`src/rtl/axis_pixel_capture_if.sv`:
```
// Stream-in and record-out bundles for axis_pixel_capture.
interface axis_pix_if #(parameter int DATA_W = 24);
  logic [DATA_W-1:0] tdata;
  logic              tvalid;
  logic              tready;
  logic              tuser;
  logic              tlast;

  modport master (output tdata, tvalid, tuser, tlast, input tready);
  modport slave  (input tdata, tvalid, tuser, tlast, output tready);
endinterface

interface pix_rec_if #(
  parameter int X_W     = 12,
  parameter int Y_W     = 12,
  parameter int FRAME_W = 16,
  parameter int DATA_W  = 24
);
  logic               valid;
  logic               ready;
  logic [X_W-1:0]     x;
  logic [Y_W-1:0]     y;
  logic [FRAME_W-1:0] frame;
  logic [DATA_W-1:0]  data;

  modport master (output valid, x, y, frame, data, input ready);
  modport slave  (input valid, x, y, frame, data, output ready);
endinterface

```
`src/rtl/axis_pixel_capture.sv`:
```
// AXI4-Stream pixel sink: tags beats with (x, y, frame), checks geometry, queues records.
// Optional macro PIX_CHECKSUM_EN adds a per-frame byte-sum checksum on frame_checksum.
module axis_pixel_capture #(
  parameter int DATA_W     = 24,
  parameter int IMG_W      = 640,
  parameter int IMG_H      = 480,
  parameter int X_W        = 12,
  parameter int Y_W        = 12,
  parameter int FRAME_W    = 16,
  parameter int FIFO_DEPTH = 16
) (
  input  logic        clk,
  input  logic        rst,
  axis_pix_if.slave   s_axis,
  pix_rec_if.master   rec,
  output logic        frame_done,
  output logic        err_early_eol,
  output logic        err_late_eol,
  output logic        err_sof_mid,
  input  logic        err_clr,
  output logic [31:0] frame_checksum
);

  localparam int AW = (FIFO_DEPTH > 1) ? $clog2(FIFO_DEPTH) : 1;
  localparam logic [X_W-1:0] X_LAST = X_W'(IMG_W - 1);
  localparam logic [Y_W-1:0] Y_LAST = Y_W'(IMG_H - 1);
  localparam logic [AW:0]    CNT_FULL = (AW+1)'(FIFO_DEPTH);

  typedef struct packed {
    logic [X_W-1:0]     x;
    logic [Y_W-1:0]     y;
    logic [FRAME_W-1:0] frame;
    logic [DATA_W-1:0]  data;
  } rec_t;

  typedef enum logic {WAIT_SOF, ACTIVE} state_t;

  state_t             r_state, w_state_nxt;
  logic [X_W-1:0]     r_x, w_x_nxt, w_px;
  logic [Y_W-1:0]     r_y, w_y_nxt, w_py;
  logic [FRAME_W-1:0] r_frame, w_frame_nxt, w_pf;
  logic               w_acc, w_push, w_sof_mid, w_early, w_late, w_fdone, w_line_end;

  logic               r_tready;
  logic               r_frame_done, r_err_early, r_err_late, r_err_sof;

  rec_t               r_mem [FIFO_DEPTH];
  logic [AW-1:0]      r_wr, r_rd;
  logic [AW:0]        r_cnt, w_cnt_nxt;
  logic               w_pop, w_nempty;
  rec_t               w_rec, w_head;

  assign w_acc         = s_axis.tvalid & r_tready;
  assign s_axis.tready = r_tready;

  // The accepted beat is first resolved to its pixel position (w_px/w_py/w_pf);
  // SOF beats from either state collapse to (0,0), then one line-end rule applies.
  always_comb begin
    w_state_nxt = r_state;
    w_x_nxt     = r_x;
    w_y_nxt     = r_y;
    w_frame_nxt = r_frame;
    w_px        = r_x;
    w_py        = r_y;
    w_pf        = r_frame;
    w_push      = 1'b0;
    w_sof_mid   = 1'b0;
    w_early     = 1'b0;
    w_late      = 1'b0;
    w_fdone     = 1'b0;
    w_line_end  = 1'b0;
    if (w_acc) begin
      case (r_state)
        WAIT_SOF: begin
          if (s_axis.tuser) begin
            w_push = 1'b1;
            w_px   = '0;
            w_py   = '0;
          end
        end
        default: begin
          w_push = 1'b1;
          if (s_axis.tuser && (r_x != '0 || r_y != '0)) begin
            w_sof_mid = 1'b1;
            w_px      = '0;
            w_py      = '0;
            w_pf      = r_frame + 1'b1;
          end
        end
      endcase
      if (w_push) begin
        w_line_end  = s_axis.tlast | (w_px == X_LAST);
        w_early     = s_axis.tlast & (w_px != X_LAST);
        w_late      = ~s_axis.tlast & (w_px == X_LAST);
        w_frame_nxt = w_pf;
        w_state_nxt = ACTIVE;
        if (w_line_end) begin
          w_x_nxt = '0;
          if (w_py == Y_LAST) begin
            w_y_nxt     = '0;
            w_frame_nxt = w_pf + 1'b1;
            w_fdone     = 1'b1;
            w_state_nxt = WAIT_SOF;
          end else begin
            w_y_nxt = w_py + 1'b1;
          end
        end else begin
          w_x_nxt = w_px + 1'b1;
          w_y_nxt = w_py;
        end
      end
    end
  end

  always_ff @(posedge clk or posedge rst) begin
    if (rst) begin
      r_state      <= WAIT_SOF;
      r_x          <= '0;
      r_y          <= '0;
      r_frame      <= '0;
      r_frame_done <= 1'b0;
      r_err_early  <= 1'b0;
      r_err_late   <= 1'b0;
      r_err_sof    <= 1'b0;
    end else begin
      r_state      <= w_state_nxt;
      r_x          <= w_x_nxt;
      r_y          <= w_y_nxt;
      r_frame      <= w_frame_nxt;
      r_frame_done <= w_fdone;
      r_err_early  <= err_clr ? 1'b0 : (r_err_early | w_early);
      r_err_late   <= err_clr ? 1'b0 : (r_err_late  | w_late);
      r_err_sof    <= err_clr ? 1'b0 : (r_err_sof   | w_sof_mid);
    end
  end

  assign frame_done    = r_frame_done;
  assign err_early_eol = r_err_early;
  assign err_late_eol  = r_err_late;
  assign err_sof_mid   = r_err_sof;

  // Record FIFO. tready is registered from the next occupancy and is held low
  // whenever full, in both states, so an SOF can never overrun a full FIFO.
  assign w_rec     = '{x: w_px, y: w_py, frame: w_pf, data: s_axis.tdata};
  assign w_nempty  = (r_cnt != '0);
  assign w_pop     = w_nempty & rec.ready;
  assign w_cnt_nxt = r_cnt + (AW+1)'(w_push) - (AW+1)'(w_pop);

  always_ff @(posedge clk) begin
    if (w_push) r_mem[r_wr] <= w_rec;
  end

  always_ff @(posedge clk or posedge rst) begin
    if (rst) begin
      r_wr     <= '0;
      r_rd     <= '0;
      r_cnt    <= '0;
      r_tready <= 1'b0;
    end else begin
      if (w_push) r_wr <= r_wr + 1'b1;
      if (w_pop)  r_rd <= r_rd + 1'b1;
      r_cnt    <= w_cnt_nxt;
      r_tready <= (w_cnt_nxt != CNT_FULL);
    end
  end

  assign w_head    = w_nempty ? r_mem[r_rd] : '0;
  assign rec.valid = w_nempty;
  assign rec.x     = w_head.x;
  assign rec.y     = w_head.y;
  assign rec.frame = w_head.frame;
  assign rec.data  = w_head.data;

`ifdef PIX_CHECKSUM_EN
  logic [31:0] r_acc, r_chk, w_bsum, w_base;
  logic        w_sof;

  always_comb begin
    w_bsum = '0;
    for (int i = 0; i < DATA_W/8; i++) w_bsum = w_bsum + 32'(s_axis.tdata[i*8 +: 8]);
  end

  // Any SOF pixel (fresh or mid-frame restart) starts the sum from its own bytes.
  assign w_sof  = w_push & ((r_state == WAIT_SOF) | w_sof_mid);
  assign w_base = w_sof ? 32'd0 : r_acc;

  always_ff @(posedge clk or posedge rst) begin
    if (rst) begin
      r_acc <= '0;
      r_chk <= '0;
    end else if (w_push) begin
      if (w_fdone) begin
        r_chk <= w_base + w_bsum;
        r_acc <= '0;
      end else begin
        r_acc <= w_base + w_bsum;
      end
    end
  end

  assign frame_checksum = r_chk;
`else
  assign frame_checksum = 32'd0;
`endif

endmodule

```
`src/flat_wrapper.sv`:
```
// flat-port wrapper written by rule: the top's interface ports become plain ports
module axis_pixel_capture_flat 
#(
  parameter int DATA_W     = 24,
  parameter int IMG_W      = 640,
  parameter int IMG_H      = 480,
  parameter int X_W        = 12,
  parameter int Y_W        = 12,
  parameter int FRAME_W    = 16,
  parameter int FIFO_DEPTH = 16
)
  (clk, rst, frame_done, err_early_eol, err_late_eol, err_sof_mid, err_clr, frame_checksum, s_axis_tdata, s_axis_tvalid, s_axis_tuser, s_axis_tlast, s_axis_tready, rec_valid, rec_x, rec_y, rec_frame, rec_data, rec_ready);
  axis_pix_if #(.DATA_W(DATA_W)) s_axis_i ();
  pix_rec_if #(.X_W(X_W), .Y_W(Y_W), .FRAME_W(FRAME_W), .DATA_W(DATA_W)) rec_i ();
  input  logic clk;
  input  logic rst;
  output logic frame_done;
  output logic err_early_eol;
  output logic err_late_eol;
  output logic err_sof_mid;
  input  logic err_clr;
  output logic [31:0] frame_checksum;
  input wire logic [$bits(s_axis_i.tdata)-1:0] s_axis_tdata;
  input wire logic [$bits(s_axis_i.tvalid)-1:0] s_axis_tvalid;
  input wire logic [$bits(s_axis_i.tuser)-1:0] s_axis_tuser;
  input wire logic [$bits(s_axis_i.tlast)-1:0] s_axis_tlast;
  output wire logic [$bits(s_axis_i.tready)-1:0] s_axis_tready;
  output wire logic [$bits(rec_i.valid)-1:0] rec_valid;
  output wire logic [$bits(rec_i.x)-1:0] rec_x;
  output wire logic [$bits(rec_i.y)-1:0] rec_y;
  output wire logic [$bits(rec_i.frame)-1:0] rec_frame;
  output wire logic [$bits(rec_i.data)-1:0] rec_data;
  input wire logic [$bits(rec_i.ready)-1:0] rec_ready;
  assign s_axis_i.tdata = s_axis_tdata;
  assign s_axis_i.tvalid = s_axis_tvalid;
  assign s_axis_i.tuser = s_axis_tuser;
  assign s_axis_i.tlast = s_axis_tlast;
  assign s_axis_tready = s_axis_i.tready;
  assign rec_valid = rec_i.valid;
  assign rec_x = rec_i.x;
  assign rec_y = rec_i.y;
  assign rec_frame = rec_i.frame;
  assign rec_data = rec_i.data;
  assign rec_i.ready = rec_ready;
  axis_pixel_capture #(.DATA_W(DATA_W), .IMG_W(IMG_W), .IMG_H(IMG_H), .X_W(X_W), .Y_W(Y_W), .FRAME_W(FRAME_W), .FIFO_DEPTH(FIFO_DEPTH)) u_core (.clk(clk), .rst(rst), .s_axis(s_axis_i), .rec(rec_i), .frame_done(frame_done), .err_early_eol(err_early_eol), .err_late_eol(err_late_eol), .err_sof_mid(err_sof_mid), .err_clr(err_clr), .frame_checksum(frame_checksum));
endmodule
```
`config.mk`:
```
export PLATFORM = sky130hd
export DESIGN_NAME = axis_pixel_capture_flat
export DESIGN_NICKNAME = d
export VERILOG_FILES = /design/src/rtl/axis_pixel_capture_if.sv /design/src/rtl/axis_pixel_capture.sv /design/src/flat_wrapper.sv
export SDC_FILE = /design/constraint.sdc
export NUM_CORES = 1
export LEC_CHECK = 0
export CAP_MARGIN = 20
export CORE_ASPECT_RATIO = 1.4
export CORE_MARGIN = 8
export CORE_UTILIZATION = 25
export DETAILED_ROUTE_END_ITERATION = 8
export HOLD_SLACK_MARGIN = 0.06
export PLACE_DENSITY = 0.42
export SKIP_CTS_REPAIR_TIMING = 1
export SLEW_MARGIN = 0
export SYNTH_ARGS = -nofsm -noshare
export SYNTH_HDL_FRONTEND = slang
export SYNTH_SLANG_ARGS = --single-unit
```
`constraint.sdc`:
```
create_clock -name clk -period 3.5 [get_ports clk]
set_clock_uncertainty 0.15 [all_clocks]
set_input_delay 0.525 -clock clk [delete_from_list [all_inputs] [get_ports clk]]
set_output_delay 0.525 -clock clk [all_outputs]
set_load 0.02 [all_outputs]
```
==> Word-level counts from Yosys, hierarchy flattened <==
Memory sizes are Yosys's and may differ from the RTL's.
Index checks and enable logic that the tools add are counted.
{ "totals": {"regBits": 59, "ram_bits": 1024, "n_memories": 1, "word_cells": 82} }
{ "classes": {"addsub": 8, "bitwise_logic": 9, "reduce_logical": 6, "n_mux": 42, "eq_ne": 4} }
{ "memory_table": {"columns": ["name", "depth", "width", "read_ports", "rd_clocked_by_memory_dff", "wr", "line", "rtl"], "rows": [
  ["u_core.r_mem", 16, 64, 1, 0, 1, "axis_pixel_capture.sv:47", "rec_t r_mem [FIFO_DEPTH];"]
]} }
{ "op_table": {"columns": ["op", "n"], "rows": [
  ["12-bit 2-to-1 mux", 13],
  ["16-bit 2-to-1 mux", 6],
  ["64-bit 2-to-1 mux", 1],
  ["16-bit by 1-bit adder with 16-bit output (second input constant)", 2],
  ["12-bit by 1-bit adder with 12-bit output (second input constant)", 2],
  ["12-bit nonzero test", 2],
  ["1-bit 2-to-1 mux", 22],
  ["12-bit by 10-bit equality test with 1-bit output (second input constant)", 1],
  ["12-bit by 9-bit equality test with 1-bit output (second input constant)", 1],
  ["12-bit by 10-bit inequality test with 1-bit output (second input constant)", 1],
  ["4-bit by 1-bit adder with 4-bit output (second input constant)", 2],
  ["5-bit by 1-bit adder with 5-bit output", 1],
  ["5-bit inequality test (second input constant)", 1],
  ["5-bit nonzero test", 1],
  ["5-bit by 1-bit subtractor with 5-bit output", 1],
  ["1-bit bitwise AND", 4],
  ["1-bit OR", 4],
  ["2-bit AND reduction", 1],
  ["1-bit logical AND", 1],
  ["1-bit logical OR", 1],
  ["1-bit NOT", 1]
]} }

==> Longest topological paths before layout <==
{ "depth": {"word_depth": 12, "depth_mapped": 16, "mapped_depth_nobuf": 15} }

==> Worst setup path after synthesis <==
No wires, ideal clock.
{ "synth_path": {"path_type": "reg2reg", "from": "register u_core.r_y[2]", "to": "register u_core.r_y[10]", "period_less_slack_ns": 3.757, "t_arrival_ns": 3.530, "setup_time_ns": 0.076, "path_stages_with_launch": 16, "n_path_buf": 2, "slack_ns": -0.257, "cell_sequence": "dfrtp_1 > buf_6 > nor4_4 > nand4_2 > o31ai_4 > buf_2 > nand2_1 > inv_1 > ha_1 > nand4_1 > nor3_4 > o21ba_4 > nand2_1 > or4_1 > or3_1 > o21ai_1"} }
{ "synth_between": {"elab_chain_cells": 9, "elab_cells_between_ends": 16, "cone_classes": "1 x add/sub; 2 x eq/ne; 9 x mux; 1 x bitwise; 3 x reduce/logical"} }
{ "synth_rtl": {"columns": ["element", "line", "rtl"], "rows": [
  ["from (decl)", "axis_pixel_capture.sv:40", "logic [Y_W-1:0] r_y, w_y_nxt, w_py;"],
  ["from (signal assigned)", "axis_pixel_capture.sv:128", "r_y <= w_y_nxt;"],
  ["12-bit nonzero test", "axis_pixel_capture.sv:83", "if (s_axis.tuser && (r_x != '0 || r_y != '0)) begin"],
  ["1-bit logical OR", "axis_pixel_capture.sv:83", null],
  ["1-bit logical AND", "axis_pixel_capture.sv:83", null],
  ["12-bit 2-to-1 mux", "axis_pixel_capture.sv:83", null],
  ["12-bit 2-to-1 mux", "axis_pixel_capture.sv:73", "case (r_state)"],
  ["12-bit 2-to-1 mux", "axis_pixel_capture.sv:72", "if (w_acc) begin"],
  ["12-bit by 1-bit adder with 12-bit output, or another cell as far along", "axis_pixel_capture.sv:105", "w_y_nxt = w_py + 1'b1;"],
  ["12-bit 2-to-1 mux / 1-bit OR (equally long branches)", "axis_pixel_capture.sv:99, axis_pixel_capture.sv:92", null],
  ["12-bit 2-to-1 mux *", "axis_pixel_capture.sv:97", "if (w_line_end) begin"]
]} }
Mark *: on every way between the ends. The rest lies on a longest branch, timed or not. The select of a mux whose other input is x is not followed.
A chain may end at the register's enable or synchronous reset.

==> Worst setup path after layout <==
{ "layout_path": {"from": "register u_core.r_rd[0]", "to": "output rec_y[2]"} }
{ "layout_between": {"elab_chain_cells": 2} }
{ "layout_rtl": {"columns": ["element", "line", "rtl"], "rows": [
  ["from (decl)", "axis_pixel_capture.sv:48", "logic [AW-1:0] r_wr, r_rd;"],
  ["from (signal assigned)", "axis_pixel_capture.sv:161", "if (w_pop) r_rd <= r_rd + 1'b1;"],
  ["memory read 16 x 64 bit", null, null],
  ["64-bit 2-to-1 mux", "axis_pixel_capture.sv:167", "assign w_head = w_nempty ? r_mem[r_rd] : '0;"],
  ["to (decl)", "flat_wrapper.sv:30", "output wire logic [$bits(rec_i.y)-1:0] rec_y;"]
]} }
Every way passes these cells.

==> out/metrics.yaml <==
yosys:
  yosys.area_share.simple: 0.0401
  synth_area_leader_cell: "edfxtp_1"
  synth.most_common_cell: "edfxtp_1"
  muxShareOfSynthArea: 0.167
  ys_async_sr_fraction: 0.0545
  syn-cell-area_sq_mm: 0.0433
  yosysSeqAreaShare: 0.745
  synth-xor-area-share: 0.00931
  synth_compound_area_frac: 0.0168
  synth_cells: 2056
  synthTopCellsByCount: "edfxtp_1 (1024), mux4_2 (320), and2_1 (102)"
  yosysUniqueCellTypes: 69
  synth-edff-count: 1024
  yosys_most_used_dff: "edfxtp_1"
  synth_area_leaders: "edfxtp_1 (71%), mux4_2 (17%), dfrtp_1 (3.4%), and2_1 (1.5%), xnor2_1 (0.71%)"
  ys_ff_latch: 1083
  synth_top_area_frac: 0.711
  syn-mean-instance-area_sq_um: 21.0
  synth_top_family_by_area: "multiplexers"
  yosys_warnings: 0
  synth_fa_ha_area_frac: 0.00480
clocking:
  cts_buffer_depth: 3
  cts-root-buf: "clkbuf_16"
  cts_tree: "built"
  clock-sinks: 1083
  clk_latency_ps: 720
  htree_levels: 3
  clk_pin_slew_ps: 60
  cts_made_buffers: 110
worst_setup_path:
  timing.critical_path.buf_inv: 5
  required_ps: 2820
  worstPathArrival_ps: 3210
  path_class: "reg2out"
  crit_start: "u_core.r_rd[0]"
  slowest_stage: "mux4_2"
  endpoint_kind: "primary output"
  path_max_fanout: 8
  reg2reg_from: "u_core.r_y[2]"
  path_cells: "buf_12 -> buf_8 -> buf_12 -> clkbuf_16 -> mux4_2 -> mux4_2 -> and2_4 -> buf_6"
  max_stage_delay_ps: 560
  cp_top_family: "multiplexers"
  rrSetupSlack_ps: 0
  cp-start-kind: "flip-flop"
drt:
  vias_per_cell: 4.51
  wl_per_cell_microns: 24.8
  drt_iter0_markers: 1697
  ant_nets: 0
  totalWireLength_mm: 119
  vias: 21600
  firstDrtPassIters: 5
  drc: 0
job:
  drv_cap: 0
sta:
  finalMaxSlewViolations: 0
  worstMarginPinSlew_ps: 737
  setup_viol: 63
  hold_ws_ps: 41.2
  rsz0062_at_grt: "yes"
  fin_crit_sh: 1.11
  hold_violations: 0
  relSlewSlack: 0.506
  setup_ws_ps: -380
  min_period_ps: 3880
  max_freq_ghz: 0.258
power_and_ir_drop:
  power_mw: 43.4
  powerDensity_mw_per_mm2: 805
  p_leak_nw: 18.0
  ir_worst_vdd_v: 0.000538
floorplanning:
  rows: 180
  die_w_microns: 368
  start_util: 0.252
  dieArea_sq_mm: 0.187
  ios: 133
  die-height_microns: 508
  core_sq_mm: 0.172
finish:
  area_growth_pct: 24.5
  fin_nets: 2459
  final_design_area_no_fill_sq_mm: 0.0539
  fillers: 16500
  final_util: 0.314
  drive_above_1_share: 0.343
global_route:
  grt-ovfl-total: 0
  grt_pass1_wl_mm: 169
  grt_max_degree: 66
  grt.total_usage: 0.122
  grt_pass1_vias: 23300
  antenna_found_initial: 3
placement:
  portBuffers: 100
  place.gp.congestion: 0.793
  dpl.hpwl_mm: 68.6
  postPlaceCellArea_sq_mm: 0.0492
hold_path:
  hold_path_class: "in2async"
status:
  status: "finished with violations"
  violations: "setup timing"
sequential cells by signal (all words and copies together) (netlist names):
| register | cells |
|---|---|
| u_core.r_state | 1 |
| u_core.r_cnt | 5 |
| u_core.r_y | 12 |
| u_core.r_frame | 16 |
| u_core.r_x | 12 |
| u_core.frame_done | 1 |
| u_core.r_mem | 1024 |
| u_core.s_axis.tready | 1 |
| u_core.err_early_eol | 1 |
| u_core.r_wr | 4 |
| u_core.r_rd | 4 |
| u_core.err_sof_mid | 1 |
| u_core.err_late_eol | 1 |
path summary, 6_finish.rpt:
path                       cells after the start                    to
max in group asynchronous                      3        u_core.r_rd[0]
max reg2reg                                   14    u_core.r_frame[14]
max                                            8              rec_y[2]
min reg2reg                                    1    u_core.r_frame[15]
min                                            2       u_core.r_cnt[2]
min in group clk                               2  u_core.err_early_eol
logic make-up after synthesis:
kind of cell / after synthesis
adder cells (fa/ha/maj): 16
multiplexers: 322
other: 1
flip-flops: 1083
buffers and inverters: 162
XOR/XNOR: 46
AO/OA/AOI/OAI: 114
AND/OR/NAND/NOR: 312
power breakdown:
group / leakage (nW) / internal [mW] / switching [mW]
clock network: 1.74 / 6.69 / 5.00
registers: 10.4 / 15.5 / 0.414
logic: 5.92 / 7.93 / 7.83
placed cells by master (no fill, tap or decap), types with 20 or more instances in the layout:
master	n
edfxtp_1	1024
buf_4	139
buf_12	79
nand3_1	20
conb_1	32
xnor2_1	35
nor2_1	39
o21ai_0	35
buf_6	32
mux4_2	320
clkinv_2	21
clkbuf_1	22
nand2_1	70
and2_4	43
and2_1	58
dfrtp_1	55
a21oi_1	24
clkdlybuf4s50_1	35
clkbuf_16	126
dlymetal6s2s_1	25
final cells by class:
cell class / instances / area [sq um] / share of cell area
multi-input combinational: 842 / 10700 / 0.198
sequential: 1083 / 32200 / 0.598
clock inverter: 67 / 682 / 0.0127
inverter: 22 / 82.6 / 0.00153
antenna: 5 / 12.5 / 0.000232
clock buffer: 135 / 2890 / 0.0536
timing repair buffer: 353 / 4450 / 0.0827
tap: 2275 / 2850 / 0.0528
metrics by stage:
stage	setup TNS [ps]	setup slack (ps)	cells
after floorplan	-475	-168	2087
after global placement	-1060	-274	4521
after detailed placement	-1520	-295	4522
after CTS	-49260	-844	4724
after global routing	-23540	-458	4778
final	-16580	-380	4782
per-layer routing:
metal	track usage	part of all wire
met1	0.159	0.43
met2	0.213	0.51
met3	0.0179	0.036
met4	0.0347	0.019
met5	0	0.000059
(Power assumes the default switching activity.)
